===== config.mk =====
export PLATFORM = sky130hd
export DESIGN_NAME = alu_op_sequencer
export DESIGN_NICKNAME = d
export VERILOG_FILES = /design/src/rtl/alu_seq_pkg.sv /design/src/rtl/alu_seq_regfile.sv /design/src/rtl/alu_op_sequencer.sv
export SDC_FILE = /design/constraint.sdc
export NUM_CORES = 1
export LEC_CHECK = 0
export CAP_MARGIN = 15
export CORE_MARGIN = 2
export CORE_UTILIZATION = 54
export CTS_CLUSTER_SIZE = 20
export DETAILED_ROUTE_END_ITERATION = 10
export GPL_TIMING_DRIVEN = 0
export PLACE_DENSITY_LB_ADDON = 0.2
export SLEW_MARGIN = 20
export SYNTH_ARGS = -nofsm -noshare
export SYNTH_HDL_FRONTEND = slang
export SYNTH_SLANG_ARGS = --single-unit

===== constraint.sdc =====
create_clock -name clk -period 3.6 [get_ports clk]
set_clock_uncertainty 0.2 [all_clocks]
set_input_delay 0.72 -clock clk [delete_from_list [all_inputs] [get_ports clk]]
set_output_delay 0.72 -clock clk [all_outputs]
set_load 0.02 [all_outputs]

===== src/rtl/alu_seq_pkg.sv =====
// -----------------------------------------------------------------------------
// alu_seq_pkg
// Shared definitions for the ALU op sequencer:
//   - opcode encodings OP_WRITE..OP_RSF and OP_LAST (highest legal opcode)
//   - alu_en bit positions (bit n enables the ALU function for opcode n)
//   - FSM state encodings S_IDLE / S_ISSUE / S_WB
//   - small decode helpers used by the sequencer
// -----------------------------------------------------------------------------
package alu_seq_pkg;

  localparam int OP_W = 4;
  localparam int EN_W = 13;

  localparam logic [OP_W-1:0] OP_WRITE = 4'd0;
  localparam logic [OP_W-1:0] OP_READ  = 4'd1;
  localparam logic [OP_W-1:0] OP_COPY  = 4'd2;
  localparam logic [OP_W-1:0] OP_NOT   = 4'd3;
  localparam logic [OP_W-1:0] OP_AND   = 4'd4;
  localparam logic [OP_W-1:0] OP_OR    = 4'd5;
  localparam logic [OP_W-1:0] OP_XOR   = 4'd6;
  localparam logic [OP_W-1:0] OP_NAND  = 4'd7;
  localparam logic [OP_W-1:0] OP_NOR   = 4'd8;
  localparam logic [OP_W-1:0] OP_ADD   = 4'd9;
  localparam logic [OP_W-1:0] OP_SUB   = 4'd10;
  localparam logic [OP_W-1:0] OP_LSF   = 4'd11;
  localparam logic [OP_W-1:0] OP_RSF   = 4'd12;
  localparam logic [OP_W-1:0] OP_LAST  = 4'd12;

  localparam int EN_WRITE = 0;
  localparam int EN_READ  = 1;
  localparam int EN_COPY  = 2;
  localparam int EN_NOT   = 3;
  localparam int EN_AND   = 4;
  localparam int EN_OR    = 5;
  localparam int EN_XOR   = 6;
  localparam int EN_NAND  = 7;
  localparam int EN_NOR   = 8;
  localparam int EN_ADD   = 9;
  localparam int EN_SUB   = 10;
  localparam int EN_LSF   = 11;
  localparam int EN_RSF   = 12;

  localparam logic [1:0] S_IDLE  = 2'd0;
  localparam logic [1:0] S_ISSUE = 2'd1;
  localparam logic [1:0] S_WB    = 2'd2;

  // Opcodes 13..15 have no ALU function behind them.
  function automatic logic opcode_legal(input logic [OP_W-1:0] op);
    return (op <= OP_LAST);
  endfunction

  // Only ADD and SUB produce a meaningful overflow.
  function automatic logic opcode_arith(input logic [OP_W-1:0] op);
    return ((op == OP_ADD) || (op == OP_SUB));
  endfunction

  // One-hot ALU enable for an opcode; all-zero for illegal opcodes.
  function automatic logic [EN_W-1:0] opcode_onehot(input logic [OP_W-1:0] op);
    logic [EN_W-1:0] en;
    en = {EN_W{1'b0}};
    case (op)
      OP_WRITE: en[EN_WRITE] = 1'b1;
      OP_READ:  en[EN_READ]  = 1'b1;
      OP_COPY:  en[EN_COPY]  = 1'b1;
      OP_NOT:   en[EN_NOT]   = 1'b1;
      OP_AND:   en[EN_AND]   = 1'b1;
      OP_OR:    en[EN_OR]    = 1'b1;
      OP_XOR:   en[EN_XOR]   = 1'b1;
      OP_NAND:  en[EN_NAND]  = 1'b1;
      OP_NOR:   en[EN_NOR]   = 1'b1;
      OP_ADD:   en[EN_ADD]   = 1'b1;
      OP_SUB:   en[EN_SUB]   = 1'b1;
      OP_LSF:   en[EN_LSF]   = 1'b1;
      OP_RSF:   en[EN_RSF]   = 1'b1;
      default:  en = {EN_W{1'b0}};
    endcase
    return en;
  endfunction

endpackage


===== src/rtl/alu_seq_regfile.sv =====
// -----------------------------------------------------------------------------
// alu_seq_regfile
// NREG x DATA_W register file with two combinational read ports and one
// synchronous write port. Contents clear asynchronously on rst_n low.
// Ports:
//   clk, rst_n           clock / async active-low clear
//   wr_en, wr_addr, wr_data   write port (rising edge)
//   rd_addr_a/rd_data_a  read port A (combinational)
//   rd_addr_b/rd_data_b  read port B (combinational)
// -----------------------------------------------------------------------------
module alu_seq_regfile #(
  parameter int DATA_W = 4,
  parameter int NREG   = 4,
  parameter int ADDR_W = 2
) (
  input  logic              clk,
  input  logic              rst_n,
  input  logic              wr_en,
  input  logic [ADDR_W-1:0] wr_addr,
  input  logic [DATA_W-1:0] wr_data,
  input  logic [ADDR_W-1:0] rd_addr_a,
  output logic [DATA_W-1:0] rd_data_a,
  input  logic [ADDR_W-1:0] rd_addr_b,
  output logic [DATA_W-1:0] rd_data_b
);

  logic [DATA_W-1:0] mem_r [NREG];

  // Storage: async clear, single synchronous write port.
  always_ff @(posedge clk or negedge rst_n) begin
    if (!rst_n) begin
      for (int i = 0; i < NREG; i++) begin
        mem_r[i] <= {DATA_W{1'b0}};
      end
    end else if (wr_en) begin
      mem_r[wr_addr] <= wr_data;
    end
  end

  assign rd_data_a = mem_r[rd_addr_a];
  assign rd_data_b = mem_r[rd_addr_b];

endmodule


===== src/rtl/alu_op_sequencer.sv =====
// -----------------------------------------------------------------------------
// alu_op_sequencer
// Feeds a one-hot-enable ALU from a valid/ready instruction stream and owns a
// small register file. Each instruction runs IDLE -> ISSUE -> WB: operands and
// the one-hot enable are driven for the single ISSUE cycle, the ALU result and
// overflow are captured at the end of ISSUE, and WB retires the instruction
// (done pulse, register write or READ capture, overflow flag update).
// Ports:
//   clk, rst_n                 clock, async active-low reset
//   instr_valid/instr_ready    instruction handshake (ready only in IDLE)
//   instr_opcode/rd/rs/imm     instruction fields
//   alu_en, alu_rd1, alu_rd2   ALU drive (non-zero only during ISSUE)
//   alu_result, alu_overflow   ALU response (combinational in the ALU)
//   done, err                  retire pulse; err marks an illegal opcode
//   read_data                  result of the most recent READ
//   ovf_flag                   overflow of the most recent ADD/SUB
// -----------------------------------------------------------------------------
module alu_op_sequencer
  import alu_seq_pkg::*;
#(
  parameter int DATA_W = 4,
  parameter int NREG   = 4,
  parameter int ADDR_W = 2
) (
  input  logic              clk,
  input  logic              rst_n,
  input  logic              instr_valid,
  output logic              instr_ready,
  input  logic [OP_W-1:0]   instr_opcode,
  input  logic [ADDR_W-1:0] instr_rd,
  input  logic [ADDR_W-1:0] instr_rs,
  input  logic [DATA_W-1:0] instr_imm,
  output logic [EN_W-1:0]   alu_en,
  output logic [DATA_W-1:0] alu_rd1,
  output logic [DATA_W-1:0] alu_rd2,
  input  logic [DATA_W-1:0] alu_result,
  input  logic              alu_overflow,
  output logic              done,
  output logic              err,
  output logic [DATA_W-1:0] read_data,
  output logic              ovf_flag
);

  logic [1:0]        state_r;
  logic [1:0]        state_nxt_s;
  logic              ready_r;
  logic              accept_s;
  logic [OP_W-1:0]   op_r;
  logic [ADDR_W-1:0] rd_r;
  logic [EN_W-1:0]   alu_en_r;
  logic [DATA_W-1:0] alu_rd1_r;
  logic [DATA_W-1:0] alu_rd2_r;
  logic [DATA_W-1:0] rd1_nxt_s;
  logic [DATA_W-1:0] rd2_nxt_s;
  logic [DATA_W-1:0] rf_rd_a_s;
  logic [DATA_W-1:0] rf_rd_b_s;
  logic              rf_we_s;
  logic [DATA_W-1:0] result_r;
  logic              ovf_cap_r;
  logic              done_r;
  logic              err_r;
  logic [DATA_W-1:0] read_data_r;
  logic              ovf_flag_r;

  // ready_r also holds off acceptance for the first cycle after reset release.
  assign accept_s = (state_r == S_IDLE) && ready_r && instr_valid;

  // Register file: operands are read with the incoming rd/rs so they can be
  // registered on the accept edge; the write port is used only in WB.
  alu_seq_regfile #(
    .DATA_W (DATA_W),
    .NREG   (NREG),
    .ADDR_W (ADDR_W)
  ) u_regfile (
    .clk       (clk),
    .rst_n     (rst_n),
    .wr_en     (rf_we_s),
    .wr_addr   (rd_r),
    .wr_data   (result_r),
    .rd_addr_a (instr_rd),
    .rd_data_a (rf_rd_a_s),
    .rd_addr_b (instr_rs),
    .rd_data_b (rf_rd_b_s)
  );

  // Next-state logic for the three-phase instruction sequence.
  always_comb begin
    state_nxt_s = state_r;
    case (state_r)
      S_IDLE: begin
        if (accept_s) begin
          state_nxt_s = S_ISSUE;
        end else begin
          state_nxt_s = S_IDLE;
        end
      end
      S_ISSUE: state_nxt_s = S_WB;
      S_WB:    state_nxt_s = S_IDLE;
      default: state_nxt_s = S_IDLE;
    endcase
  end

  // Operand selection for the instruction being accepted.
  always_comb begin
    rd1_nxt_s = rf_rd_a_s;
    rd2_nxt_s = rf_rd_b_s;
    case (instr_opcode)
      OP_WRITE: begin
        rd1_nxt_s = instr_imm;
        rd2_nxt_s = {DATA_W{1'b0}};
      end
      OP_COPY: begin
        rd1_nxt_s = rf_rd_b_s;
        rd2_nxt_s = {DATA_W{1'b0}};
      end
      default: begin
        rd1_nxt_s = rf_rd_a_s;
        rd2_nxt_s = rf_rd_b_s;
      end
    endcase
  end

  // Register-file write enable: every legal opcode except READ writes R[rd].
  always_comb begin
    if ((state_r == S_WB) && opcode_legal(op_r) && (op_r != OP_READ)) begin
      rf_we_s = 1'b1;
    end else begin
      rf_we_s = 1'b0;
    end
  end

  // FSM state and the registered ready output.
  always_ff @(posedge clk or negedge rst_n) begin
    if (!rst_n) begin
      state_r <= S_IDLE;
      ready_r <= 1'b0;
    end else begin
      state_r <= state_nxt_s;
      ready_r <= (state_nxt_s == S_IDLE);
    end
  end

  // Instruction latch and ALU drive; the drive registers are loaded only on
  // the accept edge, so they are non-zero for exactly the ISSUE cycle.
  always_ff @(posedge clk or negedge rst_n) begin
    if (!rst_n) begin
      op_r      <= OP_WRITE;
      rd_r      <= {ADDR_W{1'b0}};
      alu_en_r  <= {EN_W{1'b0}};
      alu_rd1_r <= {DATA_W{1'b0}};
      alu_rd2_r <= {DATA_W{1'b0}};
    end else if (accept_s) begin
      op_r      <= instr_opcode;
      rd_r      <= instr_rd;
      alu_en_r  <= opcode_onehot(instr_opcode);
      alu_rd1_r <= rd1_nxt_s;
      alu_rd2_r <= rd2_nxt_s;
    end else begin
      alu_en_r  <= {EN_W{1'b0}};
      alu_rd1_r <= {DATA_W{1'b0}};
      alu_rd2_r <= {DATA_W{1'b0}};
    end
  end

  // Capture the ALU response at the end of ISSUE.
  always_ff @(posedge clk or negedge rst_n) begin
    if (!rst_n) begin
      result_r  <= {DATA_W{1'b0}};
      ovf_cap_r <= 1'b0;
    end else if (state_r == S_ISSUE) begin
      result_r  <= alu_result;
      ovf_cap_r <= alu_overflow;
    end
  end

  // Retire pulses, high for the whole WB cycle.
  always_ff @(posedge clk or negedge rst_n) begin
    if (!rst_n) begin
      done_r <= 1'b0;
      err_r  <= 1'b0;
    end else begin
      done_r <= (state_r == S_ISSUE);
      err_r  <= (state_r == S_ISSUE) && !opcode_legal(op_r);
    end
  end

  // READ result and overflow flag updates at the end of WB.
  always_ff @(posedge clk or negedge rst_n) begin
    if (!rst_n) begin
      read_data_r <= {DATA_W{1'b0}};
      ovf_flag_r  <= 1'b0;
    end else if (state_r == S_WB) begin
      if (op_r == OP_READ) begin
        read_data_r <= result_r;
      end
      if (opcode_arith(op_r)) begin
        ovf_flag_r <= ovf_cap_r;
      end
    end
  end

  assign instr_ready = ready_r;
  assign alu_en      = alu_en_r;
  assign alu_rd1     = alu_rd1_r;
  assign alu_rd2     = alu_rd2_r;
  assign done        = done_r;
  assign err         = err_r;
  assign read_data   = read_data_r;
  assign ovf_flag    = ovf_flag_r;

endmodule


==> run_results.csv, run 1 <==
group,metric,value,unit
cts,clkSlewWorstSetupHoldPaths,0.06,ns
finish,filler_cell_count,284,
placed_design,count_of_port_buffers_added_during_placement,46,
floorplan,height_of_the_die,71.12,um
finish,mostFrequentLayoutCell,"sky130_fd_sc_hd__dfrtp_1",
worst_setup_path,critical_path_data_required_time,3.65,ns
cts,cts_h_tree_lvls,3,
floorplan,die_area,5057,um2
cts,clock_sinks,57,
worst_setup_path,critical_path_fanout_max,10,
finish,antenna_diode_count,0,
floorplan,pin_count,49,
pwr,peakVddDrop,473.8,uV
timing,drv_slew,0,
cts,ctsLongestPathBuffers,2,
finish,synthToLayoutAreaGrowth,32.30,%
timing,finalCriticalPeriod,2.347,ns
floorplan,core_region_area,4354,um2
route,viasPerCell,5.547,
cts,cts_resized,0,
min_path,worst_hold_path_type,"input pin to asynchronous set/reset pin",
grt,gr-usage-all-layers,21.84,%
timing,report.final.hold_viol_count,0,
synth,postSynthNetCount,193,
synth,synth-warning-count,0,
worst_setup_path,critical_path.slowest_cell,"sky130_fd_sc_hd__clkdlybuf4s50_1",
floorplan,floorplan.rows,24,
placed_design,globalplace.congestion,0.8138,
route,drt_first_pass_iters,4,
placed_design,dpl.hpwl,3.386,mm
synth,synth_instances,173,
synth,yosys.area.top_type,"sky130_fd_sc_hd__dfrtp_1",
timing,maxSlewHeadroom,44.13,%
grt,grt_antenna_before_repair,0,
outcome,run_status,"completed",
cts,postCtsSetupRepairBufs,0,
cts,inserted_clock_buffers,9,
floorplan,chipWidth,71.12,um
finish,num-nets-final,250,
worst_setup_path,critPathCaptureType,"flip-flop",
route,drt_first_iter_violations,70,
pwr,finalPower,0.002545,W
worst_setup_path,critPathKind,"input pin to flip-flop",
synth,synth.cell_area,2432,um2
worst_setup_path,critical-path-max-stage-delay,0.47,ns
synth,yosys.cell_types.count,29,
synth,netlist_top_cells_area,"sky130_fd_sc_hd__dfrtp_1 59%, sky130_fd_sc_hd__mux2_1 10%, sky130_fd_sc_hd__mux4_2 7.4%",
timing,worstMarginPinSlew,0.8316,ns
synth,yosysTopAreaCellShare,58.64,%
route,via_count,1592,
cts,worstSkewPairLatency,0.33,ns
worst_setup_path,cp_cell_sequence,"clkdlybuf4s50_1 > nand4bb_1 > clkbuf_1 > inv_2 > clkbuf_1 > o21ai_1 > a21oi_1",
route,post_route_ant_nets,0,
worst_setup_path,start_kind,"input pin",
worst_setup_path,cp_arrival,2.40,ns
worst_setup_path,ff2ff_setup_slack,1.55,ns
cts,root_buffer,"sky130_fd_sc_hd__clkbuf_8",
worst_setup_path,crit_top_cell,"sky130_fd_sc_hd__clkbuf_1",
timing,achievable-frequency,426.1,MHz
synth,postSynthAreaPerCell,14.06,um2
grt,grt_pass1_vias,1683,
grt,grt_start_max_net_pins,58,
timing,setup_total_negative_slack,0,ns
route,drt-total-wl,4.677,mm
floorplan,initial_core_util,55.86,%
route,drt-wirelength-per-cell,16.30,um
finish,layout.cells.most_common_list,"57 x sky130_fd_sc_hd__dfrtp_1, 45 x sky130_fd_sc_hd__clkdlybuf4s50_1, 22 x sky130_fd_sc_hd__mux2_1, 21 x sky130_fd_sc_hd__nand2_1",
route,drt_drc_violations_left,0,
grt,grt_remaining_overflow,0,
cts,post_cts_hold_buffer_count,0,
synth,synth_sequential_area_ratio,58.64,%
cts,cts_tree,"yes",
grt,global_route_wire_length_before_repair,8.169,mm
timing,layout_worst_path_cycle_share,65.19,%
timing,timing.final.setup_violations,0,
flow_run,drv_cap,0,
pwr,leakagePower,1.436,nW
pwr,power-per-cell-area,790.7,nW/um2
timing,grt_setup_unrepaired,"no",
synth,postSynthRegisterBits,57,
finish,layout-drive-gt1-share,15.74,%
-- Yosys cell counts, drive strengths merged --
library cell / instances
dfrtp: 57
mux2: 26
nand2: 21
nor2: 12
mux4: 8
clkbuf: 6
a21oi: 4
and3: 4
mux2i: 4
nor3: 4
o21ai: 4
nand3: 3
nor2b: 3
nor4b: 3
or3: 3
nand2b: 2
nand4bb: 2
a21boi: 1
inv: 1
nand3b: 1
nor3b: 1
nor4: 1
or2: 1
xor2: 1
-- worst max-delay path, delay by kind of cell --
kind | cells | cell delay [ns]
compound gates | 2 | 0.28
buf+inv | 4 | 1.29
simple gates | 1 | 0.10
-- metal layers --
layer  share of wire (%)  track usage (%)  vias up
li1                    -                -      730
met1                  41            26.99      798
met2                  52            35.20       54
met3                 5.3            6.980       10
met4                 2.3            10.27        0
met5                   0                0        -
-- registers in the layout, summed over array words and instances (netlist names) --
signal / flops
op_r: 4
instr_ready: 1
alu_rd2: 4
result_r: 4
err: 1
done: 1
ovf_flag: 1
read_data: 4
rd_r: 2
ovf_cap_r: 1
alu_rd1: 4
alu_en: 13
state_r: 1
u_regfile.mem_r: 16
-- power by group --
part	internal (W)	switching [W]
sequential	0.000849	0.000198
combinational	0.000399	0.000332
clock	0.000516	0.000251
-- logic make-up after synthesis --
| family | count (synthesis) | share of synthesized area, % |
|---|---|---|
| AO/OA/AOI/OAI | 9 | 2.418 |
| flip-flops | 57 | 58.64 |
| AND/OR/NAND/NOR | 61 | 15.79 |
| multiplexers | 38 | 21.71 |
| buffers and inverters | 7 | 1.080 |
| XOR/XNOR | 1 | 0.3601 |
-- worst paths after layout --
path | endpoint | cells past startpoint | startpoint
max | alu_rd1[1]$_DFF_PN0_ | 7 | instr_valid
min | alu_rd2[3]$_DFF_PN0_ | 1 | rst_n
max reg2reg | u_regfile.mem_r[2]$_DFFE_PN0P_ | 4 | op_r[1]$_DFFE_PN0P_
min reg2reg | ovf_flag$_DFFE_PN0P_ | 1 | ovf_cap_r$_DFFE_PN0P_
max in group asynchronous | u_regfile.mem_r[7]$_DFFE_PN0P_ | 1 | rst_n
min in group clk | ovf_flag$_DFFE_PN0P_ | 1 | ovf_cap_r$_DFFE_PN0P_
-- area by class of cell --
type | count | area [um2] | area share [%]
plain buffers | 6 | 22.52 | 0.6998
clock buffers | 12 | 165.2 | 5.132
clock inverters | 4 | 97.59 | 3.033
inverters | 1 | 3.754 | 0.1166
multi-input cells | 109 | 979.7 | 30.44
flip-flops and latches | 57 | 1426 | 44.32
well taps | 52 | 65.06 | 2.022
repair buffers | 46 | 457.9 | 14.23
-- metrics by stage --
step | instance area [um2] | setup slack (ns) | hold slack [ns] | utilization (%) | std cells
after floorplan | 2432 | 1.587 | 0.2244 | - | 173
after global placement | 2958 | 0.1015 | 0.2615 | 67.93 | 271
after detailed placement | 2955 | 0.9521 | 0.2810 | 67.87 | 271
after CTS | 3218 | 1.297 | 0.2482 | 73.91 | 287
after global routing | 3218 | 1.158 | 0.2831 | 73.91 | 287
final | 3218 | 1.253 | 0.2160 | 73.91 | 287
(Power assumes the default switching activity.)
==> run 2, diff against run 1 <==
Settings changed: CORE_UTILIZATION 54 to 46.
Clock period 3.6 ns to 2.1 ns, I/O delays scaled along.
==> run 2 against run 1 <==
Compared with the run above: power rose by 66%; critical path depth fell by 3; sequential share of layout area fell by 0.21 points; routed wire length fell by 9.0%.
==> run_results.csv, run 2 (synthesis gave the netlist of run 1 again) <==
group,metric,value,unit
outcome,run_status,"completed",
grt,grt_util_met1,22.12,%
worst_setup_path,worst_r2r_endpoint,"u_regfile.mem_r[2]$_DFFE_PN0P_",
worst_setup_path,critical_path_data_required_time,2.10,ns
worst_setup_path,ff2ff_setup_slack,0.07,ns
grt,grt_pass1_vias,1562,
grt,grt_remaining_overflow,0,
finish,filler_cell_count,409,
cts,root_buffer,"sky130_fd_sc_hd__clkbuf_8",
timing,achievable-frequency,493.4,MHz
finish,layout-drive-gt1-share,15.68,%
cts,worstSkewPairLatency,0.32,ns
floorplan,core_region_area,5107,um2
finish,multi_input_comb_area,979.7,um2
timing,drv_slew,0,
flow_run,drv_cap,0,
worst_setup_path,reg2reg_depth,4,
pwr,leakagePower,1.434,nW
route,drt_drc_violations_left,0,
placed_design,post_place_worst_slack,-0.2320,ns
cts,clkSlewWorstSetupHoldPaths,0.06,ns
route,drt-wirelength-per-cell,13.92,um
route,post_route_ant_nets,0,
timing,worstMarginPinSlew,0.7975,ns
placed_design,dpl.hpwl,3.037,mm
placed_design,globalplace.congestion,0.7413,
finish,largest_register_ff_count,16,
timing,maxSlewHeadroom,46.42,%
grt,grt_start_max_net_pins,58,
worst_setup_path,start_kind,"flip-flop",
cts,inserted_clock_buffers,9,
min_path,hold-path-endpoint,"rd_r[0]$_DFFE_PN0P_",
floorplan,chipWidth,76.72,um
finish,post_layout_nonfiller_instances,306,
finish,layout.cells.most_common_list,"57 x sky130_fd_sc_hd__dfrtp_1, 45 x sky130_fd_sc_hd__clkdlybuf4s50_1, 22 x sky130_fd_sc_hd__mux2_1, 21 x sky130_fd_sc_hd__nand2_1, 12 x sky130_fd_sc_hd__nor2_1",
finish,largest_register,"u_regfile.mem_r",
floorplan,initial_core_util,47.62,%
grt,use_met3,4.000,%
cts,cts_tree,"yes",
route,drt_first_pass_iters,4,
route,drt-total-wl,4.258,mm
finish,layout.cell_area.non_filler,3233,um2
floorplan,height_of_the_die,76.72,um
finish,num-nets-final,251,
pwr,power-per-cell-area,1310,nW/um2
cts,postCtsSetupRepairBufs,0,
grt,global_route.peak_usage_layer,"met2",
timing,timing.final.setup_violations,0,
pwr,peakVddDrop,861.8,uV
timing,setup_total_negative_slack,0,ns
finish,antenna_diode_count,0,
floorplan,floorplan.rows,26,
worst_setup_path,cp_arrival,2.03,ns
cts,clock_sinks,57,
finish,mostFrequentLayoutCell,"sky130_fd_sc_hd__dfrtp_1",
grt,globalRouteMet2Util,24.65,%
route,viasPerCell,4.964,
placed_design,placed_instances,289,
timing,postLayoutSetupSlackWorst,0.07307,ns
grt,global_route_wire_length_before_repair,7.403,mm
worst_setup_path,critical_path_fanout_max,6,
timing,finalCriticalPeriod,2.027,ns
grt,grt_antenna_before_repair,0,
cts,ctsLongestPathBuffers,2,
min_path,hold_start,"instr_rd[0]",
min_path,hold_path_depth,3,
worst_setup_path,r2r-start,"op_r[1]$_DFFE_PN0P_",
finish,synthToLayoutAreaGrowth,32.92,%
cts,cts_h_tree_lvls,3,
min_path,worst_hold_path_type,"input pin to flip-flop",
timing,layout_worst_path_cycle_share,96.52,%
timing,grt_setup_unrepaired,"no",
route,via_count,1519,
placed_design,count_of_port_buffers_added_during_placement,46,
route,drt_first_iter_violations,67,
finish,area.sequential,1426,um2
placed_design,dpl_cell_area,2978,um2
worst_setup_path,critPathKind,"flip-flop to flip-flop",
worst_setup_path,critPathCaptureType,"flip-flop",
pwr,finalPower,0.004235,W
timing,report.final.hold_viol_count,0,
grt,gr-usage-all-layers,16.26,%
floorplan,die_area,5885,um2
floorplan,pin_count,49,
==> run 2: cell types whose count changed in the layout (fill, tap and decap cells not counted), sizes merged <==
cell         delta
clkbuf          -1
clkinv          +1
dlygate4sd3     +1
==> run 2: report_power, final <==
group          internal (W)  switching, W  total (W)
Clock              0.000819      0.000415    0.00123
Combinational      0.000685      0.000525    0.00121
Sequential          0.00146      0.000335    0.00179
Total               0.00296       0.00128    0.00423
==> run 2: layout make-up <==
| type | instances | area share (%) |
|---|---|---|
| Sequential cell | 57 | 44.12 |
| Multi-Input combinational cell | 109 | 30.30 |
| Timing Repair Buffer | 47 | 14.47 |
| Clock buffer | 11 | 4.373 |
| Clock inverter | 5 | 3.173 |
| Tap cell | 70 | 2.709 |
| Buffer | 6 | 0.7353 |
| Inverter | 1 | 0.1161 |
==> run 2: worst max-delay path, cell delays in order (launching register included) <==
cell	delay, ns
sky130_fd_sc_hd__dfrtp_1	0.45
sky130_fd_sc_hd__or3_4	0.42
sky130_fd_sc_hd__a21boi_4	0.28
sky130_fd_sc_hd__nand4bb_4	0.24
sky130_fd_sc_hd__mux2_4	0.31
==> run 2: metal layers <==
| metal | routed length, um | up-vias |
|---|---|---|
| met3 | 245 | 2 |
| met4 | 15 | 0 |
| met5 | 0 | - |
| met1 | 2061 | 740 |
| met2 | 1936 | 45 |
| li1 | - | 732 |
==> run 2: worst max path at each step <==
stage	from	slack, ns	to	cells past startpoint
global route	instr_opcode[2]	0.02	alu_rd1[1]$_DFF_PN0_	4
global placement	rst_n	-1.29	ovf_cap_r$_DFFE_PN0P_	1
floorplan	op_r[1]$_DFFE_PN0P_	0.17	u_regfile.mem_r[0]$_DFFE_PN0P_	4
CTS	op_r[1]$_DFFE_PN0P_	0.06	u_regfile.mem_r[0]$_DFFE_PN0P_	4
detailed placement	instr_valid	-0.23	alu_rd1[2]$_DFF_PN0_	7
finish	op_r[1]$_DFFE_PN0P_	0.07	u_regfile.mem_r[2]$_DFFE_PN0P_	4
==> run 2: stage by stage <==
step	util (%)	hold slack [ns]
final	63.30	0.2738
after global routing	63.30	0.3096
after CTS	63.28	0.2690
after detailed placement	58.30	0.2759
after global placement	58.35	0.2651
after floorplan	-	-0.07559
==> run 2: repair_timing <==
| item | 4_1_cts | 5_1_grt |
|---|---|---|
| resized for setup | 0 | 2 |
| setup endpoints to repair | 0 | 5 |
| hold buffers | 1 | 0 |
| hold endpoints to repair | 57 | 0 |
